==> config.mk <==
export PLATFORM = sky130hd
export DESIGN_NAME = cake_mover_flat
export DESIGN_NICKNAME = d
export VERILOG_FILES = /design/src/rtl/game_pkg.sv /design/src/rtl/cake_mover_if.sv /design/src/rtl/sprite_hit.sv /design/src/rtl/cake_mover.sv /design/src/flat_wrapper.sv
export SDC_FILE = /design/constraint.sdc
export NUM_CORES = 1
export LEC_CHECK = 0
export ABC_AREA = 1
export BUFFER_PORTS_ARGS = -buffer_cell sky130_fd_sc_hd__buf_2
export CORE_MARGIN = 2
export CORE_UTILIZATION = 25
export DETAILED_ROUTE_END_ITERATION = 10
export GPL_TIMING_DRIVEN = 0
export HOLD_SLACK_MARGIN = 0.06
export SLEW_MARGIN = 20
export SYNTH_ARGS = -nofsm -noshare
export SYNTH_HDL_FRONTEND = slang
export SYNTH_SLANG_ARGS = --single-unit
==> constraint.sdc <==
create_clock -name clk -period 5.3 [get_ports clk]
set_clock_uncertainty 0.2 [all_clocks]
set_input_delay 0.53 -clock clk [delete_from_list [all_inputs] [get_ports clk]]
set_output_delay 0.53 -clock clk [all_outputs]
set_load 0.02 [all_outputs]
==> src/rtl/game_pkg.sv <==
// Shared arena geometry, VGA timing constants, sprite record and the
// bounce arithmetic used by the cake update FSM.
package game_pkg;

  localparam int unsigned H_ACTIVE    = 640;
  localparam int unsigned V_ACTIVE    = 480;
  localparam int unsigned SIZE        = 16;
  localparam int unsigned SPEED       = 2;
  localparam int unsigned ARENA_MIN_X = 16;
  localparam int unsigned ARENA_MAX_X = 623;
  localparam int unsigned ARENA_MIN_Y = 16;
  localparam int unsigned ARENA_MAX_Y = 463;

  typedef struct packed {
    logic [9:0] x;
    logic [9:0] y;
    logic       dx;
    logic       dy;
  } sprite_t;

  typedef enum logic {IDLE, UPDATE} state_t;

  // Returns {new_dir, new_pos}. Sums are taken 11 bits wide so they cannot wrap.
  function automatic logic [10:0] step_axis(input logic [9:0]  pos,
                                            input logic        dir,
                                            input int unsigned lo,
                                            input int unsigned hi,
                                            input int unsigned size,
                                            input int unsigned speed);
    logic [10:0] p;
    p = {1'b0, pos};
    if (dir) begin
      if (p + 11'(speed + size - 1) > 11'(hi))
        step_axis = {1'b0, 10'(hi - size + 1)};
      else
        step_axis = {1'b1, 10'(p + 11'(speed))};
    end else begin
      if (p < 11'(lo + speed))
        step_axis = {1'b1, 10'(lo)};
      else
        step_axis = {1'b0, 10'(p - 11'(speed))};
    end
  endfunction

endpackage

==> src/rtl/cake_mover_if.sv <==
// Scan-position inputs and overlap/status outputs of the cake mover.
interface cake_mover_if #(parameter int unsigned N_CAKE = 8);

  logic [9:0]        xLength;
  logic [9:0]        yLength;
  logic              freeze;
  logic [N_CAKE-1:0] cake;
  logic              border;
  logic              busy;
  logic              overrun;

  modport master (output xLength, yLength, freeze,
                  input  cake, border, busy, overrun);

  modport slave  (input  xLength, yLength, freeze,
                  output cake, border, busy, overrun);

endinterface

==> src/rtl/sprite_hit.sv <==
// Combinational box test of one square sprite against the scan position.
import game_pkg::*;

module sprite_hit #(
  parameter int unsigned SIZE = game_pkg::SIZE
) (
  input  logic [9:0] px,
  input  logic [9:0] py,
  input  logic [9:0] sx,
  input  logic [9:0] sy,
  output logic       hit
);

  always_comb begin
    hit = ({1'b0, px} >= {1'b0, sx}) && ({1'b0, px} < {1'b0, sx} + 11'(SIZE)) &&
          ({1'b0, py} >= {1'b0, sy}) && ({1'b0, py} < {1'b0, sy} + 11'(SIZE));
  end

endmodule

==> src/rtl/cake_mover.sv <==
// Cake sprite positions: serial per-frame bounce update in vertical blanking,
// registered per-pixel overlap and border flags during scan-out.
import game_pkg::*;

module cake_mover #(
  parameter int unsigned N_CAKE      = 8,
  parameter int unsigned SIZE        = game_pkg::SIZE,
  parameter int unsigned SPEED       = game_pkg::SPEED,
  parameter int unsigned H_ACTIVE    = game_pkg::H_ACTIVE,
  parameter int unsigned V_ACTIVE    = game_pkg::V_ACTIVE,
  parameter int unsigned ARENA_MIN_X = game_pkg::ARENA_MIN_X,
  parameter int unsigned ARENA_MAX_X = game_pkg::ARENA_MAX_X,
  parameter int unsigned ARENA_MIN_Y = game_pkg::ARENA_MIN_Y,
  parameter int unsigned ARENA_MAX_Y = game_pkg::ARENA_MAX_Y
) (
  input logic        clk,
  input logic        rst,
  cake_mover_if.slave bus
);

  localparam int unsigned IDX_W = (N_CAKE > 1) ? $clog2(N_CAKE) : 1;

  for (genvar g = 0; g < N_CAKE; g++) begin : g_init_chk
    if (ARENA_MIN_X + 16 * g + SIZE - 1 > ARENA_MAX_X ||
        ARENA_MIN_Y + 48 * g + SIZE - 1 > ARENA_MAX_Y) begin : g_bad
      $fatal(1, "cake_mover: initial sprite position outside arena");
    end
  end

  state_t            state, state_n;
  logic [IDX_W-1:0]  idx, idx_n;
  sprite_t           spr [N_CAKE];
  sprite_t           spr_n;
  logic              cond, cond_d, frame_start;
  logic [N_CAKE-1:0] hit, cake_q;
  logic              border_n, border_q, overrun_q;

  function automatic sprite_t init_sprite(input int unsigned i);
    sprite_t s;
    s.x  = 10'(ARENA_MIN_X + 16 * i);
    s.y  = 10'(ARENA_MIN_Y + 48 * i);
    s.dx = i[0];
    s.dy = i[1];
    return s;
  endfunction

  assign cond        = (bus.yLength == 10'(V_ACTIVE)) && (bus.xLength == '0);
  assign frame_start = cond && !cond_d;

  always_ff @(posedge clk) begin
    if (rst) begin
      state <= IDLE;
      idx   <= '0;
    end else begin
      state <= state_n;
      idx   <= idx_n;
    end
  end

  always_comb begin
    state_n = state;
    idx_n   = idx;
    case (state)
      IDLE: begin
        if (frame_start && !bus.freeze) begin
          state_n = UPDATE;
          idx_n   = '0;
        end
      end
      UPDATE: begin
        if (idx == IDX_W'(N_CAKE - 1)) begin
          state_n = IDLE;
          idx_n   = '0;
        end else begin
          idx_n = idx + 1'b1;
        end
      end
      default: state_n = IDLE;
    endcase
  end

  always_comb begin
    spr_n = spr[idx];
    {spr_n.dx, spr_n.x} = step_axis(spr[idx].x, spr[idx].dx, ARENA_MIN_X, ARENA_MAX_X, SIZE, SPEED);
    {spr_n.dy, spr_n.y} = step_axis(spr[idx].y, spr[idx].dy, ARENA_MIN_Y, ARENA_MAX_Y, SIZE, SPEED);
  end

  always_comb begin
    border_n = ({1'b0, bus.xLength} < 11'(H_ACTIVE)) && ({1'b0, bus.yLength} < 11'(V_ACTIVE)) &&
               (({1'b0, bus.xLength} < 11'(ARENA_MIN_X)) || ({1'b0, bus.xLength} > 11'(ARENA_MAX_X)) ||
                ({1'b0, bus.yLength} < 11'(ARENA_MIN_Y)) || ({1'b0, bus.yLength} > 11'(ARENA_MAX_Y)));
  end

  for (genvar g = 0; g < N_CAKE; g++) begin : g_hit
    sprite_hit #(.SIZE(SIZE)) u_hit (
      .px  (bus.xLength),
      .py  (bus.yLength),
      .sx  (spr[g].x),
      .sy  (spr[g].y),
      .hit (hit[g])
    );
  end

  always_ff @(posedge clk) begin
    if (rst) begin
      cond_d    <= 1'b0;
      overrun_q <= 1'b0;
      cake_q    <= '0;
      border_q  <= 1'b0;
      for (int unsigned i = 0; i < N_CAKE; i++) spr[i] <= init_sprite(i);
    end else begin
      cond_d   <= cond;
      cake_q   <= hit;
      border_q <= border_n;
      if (frame_start && state == UPDATE) overrun_q <= 1'b1;
      if (state == UPDATE) spr[idx] <= spr_n;
    end
  end

  assign bus.cake    = cake_q;
  assign bus.border  = border_q;
  assign bus.busy    = (state == UPDATE);
  assign bus.overrun = overrun_q;

endmodule

==> src/flat_wrapper.sv <==
// flat-port wrapper written by rule: the top's interface ports become plain ports
module cake_mover_flat 
#(
  parameter int unsigned N_CAKE      = 8,
  parameter int unsigned SIZE        = game_pkg::SIZE,
  parameter int unsigned SPEED       = game_pkg::SPEED,
  parameter int unsigned H_ACTIVE    = game_pkg::H_ACTIVE,
  parameter int unsigned V_ACTIVE    = game_pkg::V_ACTIVE,
  parameter int unsigned ARENA_MIN_X = game_pkg::ARENA_MIN_X,
  parameter int unsigned ARENA_MAX_X = game_pkg::ARENA_MAX_X,
  parameter int unsigned ARENA_MIN_Y = game_pkg::ARENA_MIN_Y,
  parameter int unsigned ARENA_MAX_Y = game_pkg::ARENA_MAX_Y
)
  (clk, rst, bus_xLength, bus_yLength, bus_freeze, bus_cake, bus_border, bus_busy, bus_overrun);
  cake_mover_if #(.N_CAKE(N_CAKE)) bus_i ();
  input logic clk;
  input logic rst;
  input wire logic [$bits(bus_i.xLength)-1:0] bus_xLength;
  input wire logic [$bits(bus_i.yLength)-1:0] bus_yLength;
  input wire logic [$bits(bus_i.freeze)-1:0] bus_freeze;
  output wire logic [$bits(bus_i.cake)-1:0] bus_cake;
  output wire logic [$bits(bus_i.border)-1:0] bus_border;
  output wire logic [$bits(bus_i.busy)-1:0] bus_busy;
  output wire logic [$bits(bus_i.overrun)-1:0] bus_overrun;
  assign bus_i.xLength = bus_xLength;
  assign bus_i.yLength = bus_yLength;
  assign bus_i.freeze = bus_freeze;
  assign bus_cake = bus_i.cake;
  assign bus_border = bus_i.border;
  assign bus_busy = bus_i.busy;
  assign bus_overrun = bus_i.overrun;
  cake_mover #(.N_CAKE(N_CAKE), .SIZE(SIZE), .SPEED(SPEED), .H_ACTIVE(H_ACTIVE), .V_ACTIVE(V_ACTIVE), .ARENA_MIN_X(ARENA_MIN_X), .ARENA_MAX_X(ARENA_MAX_X), .ARENA_MIN_Y(ARENA_MIN_Y), .ARENA_MAX_Y(ARENA_MAX_Y)) u_core (.clk(clk), .rst(rst), .bus(bus_i));
endmodule
==> flow_metrics.py, run 1 <==
metrics = {
    "cells_and_area": {
        "layout_common_cells": "nand2_1, inv_1, ha_1",
        "stdcell_area_mm2": 0.0198,
        "layout-area-overhead-vs-synth_pct": 10.8,
        "diodes": 0,
        "mostFrequentLayoutCell": "nand2_1",
        "finalNetCount": 2564,
        "drive_gt1_frac": 0.0863,
    },
    "clocking": {
        "cts_hold_buf": 0,
        "postCtsSetupBuffers": 0,
        "htree_levels": 4,
        "numCtsBuffers": 17,
        "cts_tree": "yes",
        "clock-sinks": 194,
        "cts_max_path_buffers": 2,
        "clk_latency_ps": 480,
        "root_buffer": "clkbuf_16",
        "cts.clk_slew.worst_paths_ps": 80,
        "cts.repair.resized": 0,
    },
    "routing": {
        "post_drt_wl_per_cell_um": 19.6,
        "drt_iter0_markers": 1808,
        "totalWireLength_um": 62800,
        "dr.pass1.iters": 6,
        "vias": 15900,
        "ant_nets": 0,
        "viasPerCell": 4.96,
        "drc_errors": 0,
    },
    "setup_path": {
        "cp_cell_sequence": "buf_6 > buf_6 > buf_6 > buf_2 > a21oi_1 > o21ai_0 > nand2_1 > o21ai_4 > inv_1 > ha_1 > nand3_1 > nand2_1 > nand3_1 > nand2_1 > nor2_1 > nand2_1 > nand2_2 > buf_8 > nand4_2 > nand2_2 > nand2_1",
        "end_kind": "flop",
        "cp_slowest_cell": "nand2_2",
        "path_delay_family": "simple AND/OR/NAND/NOR gates",
        "cp_common_cell": "nand2_1",
        "crit_arrival_ps": 4080,
        "critPathRequiredTime_ps": 5290,
        "crit_type": "flop to flop",
        "cp-start-kind": "flop",
        "slowest_delay_ps": 350,
        "worst-path-buf-inv": 6,
        "path_max_fanout": 10,
    },
    "grt": {
        "grt_pass1_vias": 14700,
        "grt_use_met2": 0.263,
        "grt_max_degree": 23,
        "grt_overflow_total": 0,
        "grt_pass1_wl_um": 92200,
        "antenna_found_initial": 0,
        "grtUsageMet3": 0.0256,
        "grt_busiest_layer": "met2",
        "track_usage": 0.168,
        "grtUsageMet1": 0.231,
    },
    "yosys": {
        "yosysSeqAreaShare": 0.316,
        "yosysUniqueCellTypes": 55,
        "syn_inst": 2207,
        "avgSynthCellArea_um2": 8.08,
        "syn_area_mm2": 0.0178,
        "synth_top_area_share": 0.296,
        "yosysTopAreaCell": "edfxtp_1",
        "ys_seq_elements": 194,
        "ys_warn_count": 0,
        "synthTopCellsByArea": "edfxtp_1, ha_1, nand2_1, inv_1, a21oi_1",
        "syn_nets": 2512,
    },
    "sta": {
        "hold_viol": 0,
        "finalCritPeriodShare": 0.773,
        "slew_headroom": 0.171,
        "finalMaxSlewViolations": 0,
        "setup-tns-final_ps": 0,
        "tightest_slew_ps": 1240,
        "fmax_ghz": 0.244,
        "rsz0062_at_grt": "false",
        "finalSetupViolations": 0,
        "period_minus_slack_ps": 4090,
    },
    "floorplanning": {
        "io_pins": 34,
        "die_width_um": 271,
        "die_h_um": 271,
        "die-area_mm2": 0.0735,
        "start_util": 0.253,
        "std_cell_rows": 97,
        "core_area_mm2": 0.0704,
    },
    "pwr": {
        "power_density_mw_per_mm2": 193,
        "peakVddDrop_v": 0.000231,
        "leakage_nw": 8.56,
    },
    "hold_path": {
        "min_from": "rst",
        "min_path_type": "primary input to flop",
    },
    "placed_design": {
        "port_buffers": 33,
        "gp_congestion": 0.959,
        "placed_area_mm2": 0.0192,
        "dp_hpwl_um": 46400,
    },
    "run_status": {
        "status": "completed",
    },
    "run": {
        "cap_violations": 0,
    },
}
[worst paths after layout]
path / depth (start not counted) / slack (ps) / end
max: 21 / 1210 / u_core.spr[3][18]
min reg2reg: 2 / 260 / u_core.bus.overrun
min: 2 / 160 / u_core.cond_d
max reg2reg: 21 / 1210 / u_core.spr[3][18]
[through the flow]
stage / cells / utilization / setup WS (ps) / hold WS [ps] / power (W)
floorplan: 2207 / - / 2250 / 280 / 0.00224
global placement: 3180 / 0.273 / 451 / 240 / 0.00248
detailed placement: 3180 / 0.273 / 852 / 246 / 0.00250
CTS: 3212 / 0.281 / 1110 / 139 / 0.00380
global route: 3212 / 0.281 / 967 / 174 / 0.00396
finish: 3212 / 0.281 / 1210 / 163 / 0.00381
[worst reg2reg max path, cell delays in order (launching register included)]
cell,delay (ps)
dfxtp_1,330
buf_6,180
buf_6,190
buf_6,180
buf_2,310
a21oi_1,110
o21ai_0,80
nand2_1,130
o21ai_4,290
inv_1,150
ha_1,260
nand3_1,120
nand2_1,110
nand3_1,90
nand2_1,60
nor2_1,90
nand2_1,60
nand2_2,80
buf_8,190
nand4_2,110
nand2_2,350
nand2_1,140
[cells by family after synthesis]
group,synth area share
flip-flops,0.316
adder cells (fa/ha/maj),0.198
buffers and inverters,0.0888
AO/OA/AOI/OAI,0.142
AND/OR/NAND/NOR,0.217
XOR/XNOR,0.0378
[where the power goes]
group          internal, W  switching, W  total (W)  leakage (nW)
Sequential         0.00171     0.0000334    0.00174          1.85
Clock             0.000664      0.000675    0.00134         0.280
Combinational     0.000235      0.000498   0.000733          6.43
[sequential cells by signal (all words and copies together), names as in the netlist, named ones only]
| register | count |
|---|---|
| u_core.spr | 176 |
| u_core.bus.border | 1 |
| u_core.bus.cake | 8 |
| u_core.bus.overrun | 1 |
| u_core.cond_d | 1 |
| u_core.idx | 3 |
| u_core.bus.busy | 1 |
[Yosys cell counts (all sizes together)]
library cell	n
o221ai	1
xnor2	19
o21bai	12
ha	282
nor4	11
dfxtp	18
a32o	5
a21boi	18
clkinv	6
nor2	187
o41ai	1
and3	1
nand2	418
buf	38
a21oi	235
o32ai	3
nand3b	2
edfxtp	176
inv	323
o22ai	5
o211ai	22
o21ai	109
xor2	58
a31oi	3
nand4	27
nand3	161
or2	1
a211oi	2
o21a	8
clkbuf	12
o2111ai	6
o31ai	1
a31o	1
nor3	30
o311ai	5
[layout make-up]
type | count | area (µm²)
timing repair buffer | 33 | 165
clock buffer | 17 | 425
multi-input combinational | 1634 | 10600
buffer | 50 | 343
inverter | 329 | 1240
sequential | 194 | 5650
fill | 7648 | 50600
tap | 940 | 1180
clock inverter | 15 | 148
[layer usage]
| metal | wire length (µm) | share of wire |
|---|---|---|
| met1 | 27400 | 0.44 |
| met2 | 27600 | 0.44 |
| met3 | 5640 | 0.090 |
| met4 | 2170 | 0.035 |
| met5 | 0 | 0 |
No activity file was read; power rests on OpenSTA's default activity.
==> run 2, diff against run 1 <==
==> constraint.sdc (replaced) <==
create_clock -name clk -period 4.25 [get_ports clk]
set_clock_uncertainty 0.2 [all_clocks]
set_input_delay 0.425 -clock clk [delete_from_list [all_inputs] [get_ports clk]]
set_output_delay 0.425 -clock clk [all_outputs]
set_load 0.02 [all_outputs]
==> flow_metrics.py, run 2 (same netlist as run 1, synthesis figures left out) <==
metrics = {
    "routing": {
        "dr.pass1.iters": 9,
        "drt_iter0_markers": 1735,
        "vias": 15900,
        "totalWireLength_um": 62700,
        "ant_nets": 0,
        "drc_errors": 0,
        "post_drt_wl_per_cell_um": 19.5,
        "viasPerCell": 4.96,
    },
    "sta": {
        "rsz0062_at_grt": "false",
        "fmax_ghz": 0.249,
        "finalSetupViolations": 0,
        "whs_ps": 108,
        "hold_viol": 0,
        "tightest_slew_ps": 1180,
        "finalCritPeriodShare": 0.944,
        "finalMaxSlewViolations": 0,
        "period_minus_slack_ps": 4010,
        "slew_headroom": 0.206,
    },
    "setup_path": {
        "cp-start-kind": "flop",
        "path_delay_family": "simple AND/OR/NAND/NOR gates",
        "worst-path-buf-inv": 6,
        "end_kind": "flop",
        "critPathRequiredTime_ps": 4230,
        "cp_cell_sequence": "buf_6 > buf_6 > buf_6 > buf_2 > a21oi_1 > o21ai_0 > nand2_1 > o21ai_4 > inv_1 > ha_1 > nand3_1 > nand2_1 > nand3_1 > nand2_1 > nor2_1 > nand2_1 > nand2_2 > buf_8 > nand4_2 > nand2_4 > nand2_1",
        "cp_slowest_cell": "dfxtp_1",
        "crit_type": "flop to flop",
        "crit_arrival_ps": 3990,
        "cp_common_cell": "nand2_1",
        "path_max_fanout": 10,
        "slowest_delay_ps": 330,
    },
    "cells_and_area": {
        "drive_gt1_frac": 0.0862,
        "top_register": "u_core.spr",
        "finalNetCount": 2566,
        "largest_reg_flops": 176,
        "final_util": 0.281,
        "layout_common_cells": "nand2_1, inv_1, ha_1",
        "layout-area-overhead-vs-synth_pct": 11.0,
        "mostFrequentLayoutCell": "nand2_1",
        "diodes": 0,
    },
    "placed_design": {
        "dp_hpwl_um": 46400,
        "port_buffers": 33,
        "gp_congestion": 0.959,
    },
    "grt": {
        "grt_max_degree": 23,
        "grt_pass1_vias": 14700,
        "track_usage": 0.168,
        "grt_overflow_total": 0,
        "antenna_found_initial": 0,
        "grt_pass1_wl_um": 92200,
    },
    "floorplanning": {
        "die_h_um": 271,
        "core_area_mm2": 0.0704,
        "die-area_mm2": 0.0735,
        "die_width_um": 271,
        "start_util": 0.253,
        "std_cell_rows": 97,
        "io_pins": 34,
    },
    "hold_path": {
        "min_from": "rst",
        "min_path_type": "primary input to flop",
    },
    "clocking": {
        "htree_levels": 4,
        "cts.clk_slew.worst_paths_ps": 80,
        "numCtsBuffers": 17,
        "clock-sinks": 194,
        "cts_max_path_buffers": 2,
        "cts_tree": "yes",
        "root_buffer": "clkbuf_16",
        "clk_latency_ps": 480,
    },
    "pwr": {
        "peakVddDrop_v": 0.000283,
        "power_density_mw_per_mm2": 240,
        "leakage_nw": 8.58,
    },
    "run": {
        "cap_violations": 0,
    },
    "run_status": {
        "status": "completed",
    },
}
-- run 2: changes by cell type in the layout (fill, tap and decap cells not counted), sizes merged --
cell and delta:
dlygate4sd3 +2
-- run 2: where the power goes --
group / switching [W] / internal (W) / total (W)
registers: 0.0000416 / 0.00213 / 0.00217
logic: 0.000621 / 0.000294 / 0.000916
clock network: 0.000846 / 0.000829 / 0.00167
total: 0.00151 / 0.00325 / 0.00476
-- run 2: path summary, 6_finish.rpt --
check	to	slack, ps	cells after the start
max	u_core.spr[3][18]	240	21
min	u_core.bus.cake[7]	110	2
max reg2reg	u_core.spr[3][18]	240	21
min reg2reg	u_core.bus.overrun	260	2
-- run 2: cell type report --
class | instances | area [µm²]
Inverter | 329 | 1240
Fill cell | 7643 | 50600
Timing Repair Buffer | 35 | 185
Multi-Input combinational cell | 1634 | 10600
Clock buffer | 17 | 425
Buffer | 50 | 343
Clock inverter | 15 | 148
Sequential cell | 194 | 5650
Tap cell | 940 | 1180
-- run 2: metrics by stage --
stage / total power (W) / setup TNS, ps / area, µm² / std cells / worst slack (ps)
2_1_floorplan: 0.00279 / 0 / 17800 / 2207 / 1200
3_3_place_gp: 0.00310 / -12540 / 19200 / 3180 / -494
3_5_place_dp: 0.00311 / -2010 / 19200 / 3180 / -93.3
4_1_cts: 0.00474 / 0 / 19800 / 3214 / 57.0
5_1_grt: 0.00494 / 0 / 19800 / 3214 / 13.7
6_report: 0.00476 / 0 / 19800 / 3214 / 240
-- run 2: per-layer routing --
| metal | share of wire | global-route usage |
|---|---|---|
| met4 | 0.035 | 0.0648 |
| met2 | 0.44 | 0.263 |
| met3 | 0.092 | 0.0256 |
| met1 | 0.43 | 0.232 |
| met5 | 0 | 0 |
-- run 2: worst reg2reg max path, stage by stage, from the launching register on --
cell	delay [ps]
dfxtp_1	330
buf_6	170
buf_6	200
buf_6	180
buf_2	310
a21oi_1	110
o21ai_0	90
nand2_1	130
o21ai_4	290
inv_1	150
ha_1	250
nand3_1	120
nand2_1	110
nand3_1	90
nand2_1	60
nor2_1	90
nand2_1	60
nand2_2	80
buf_8	190
nand4_2	130
nand2_4	240
nand2_1	120
-- run 2: what timing repair did --
action                     4_1_cts  5_1_grt
hold buffers                     2        0
hold endpoints to repair         2        0
setup endpoints to repair        0       16
gates resized for setup          0        3
buffers inserted                 0        0
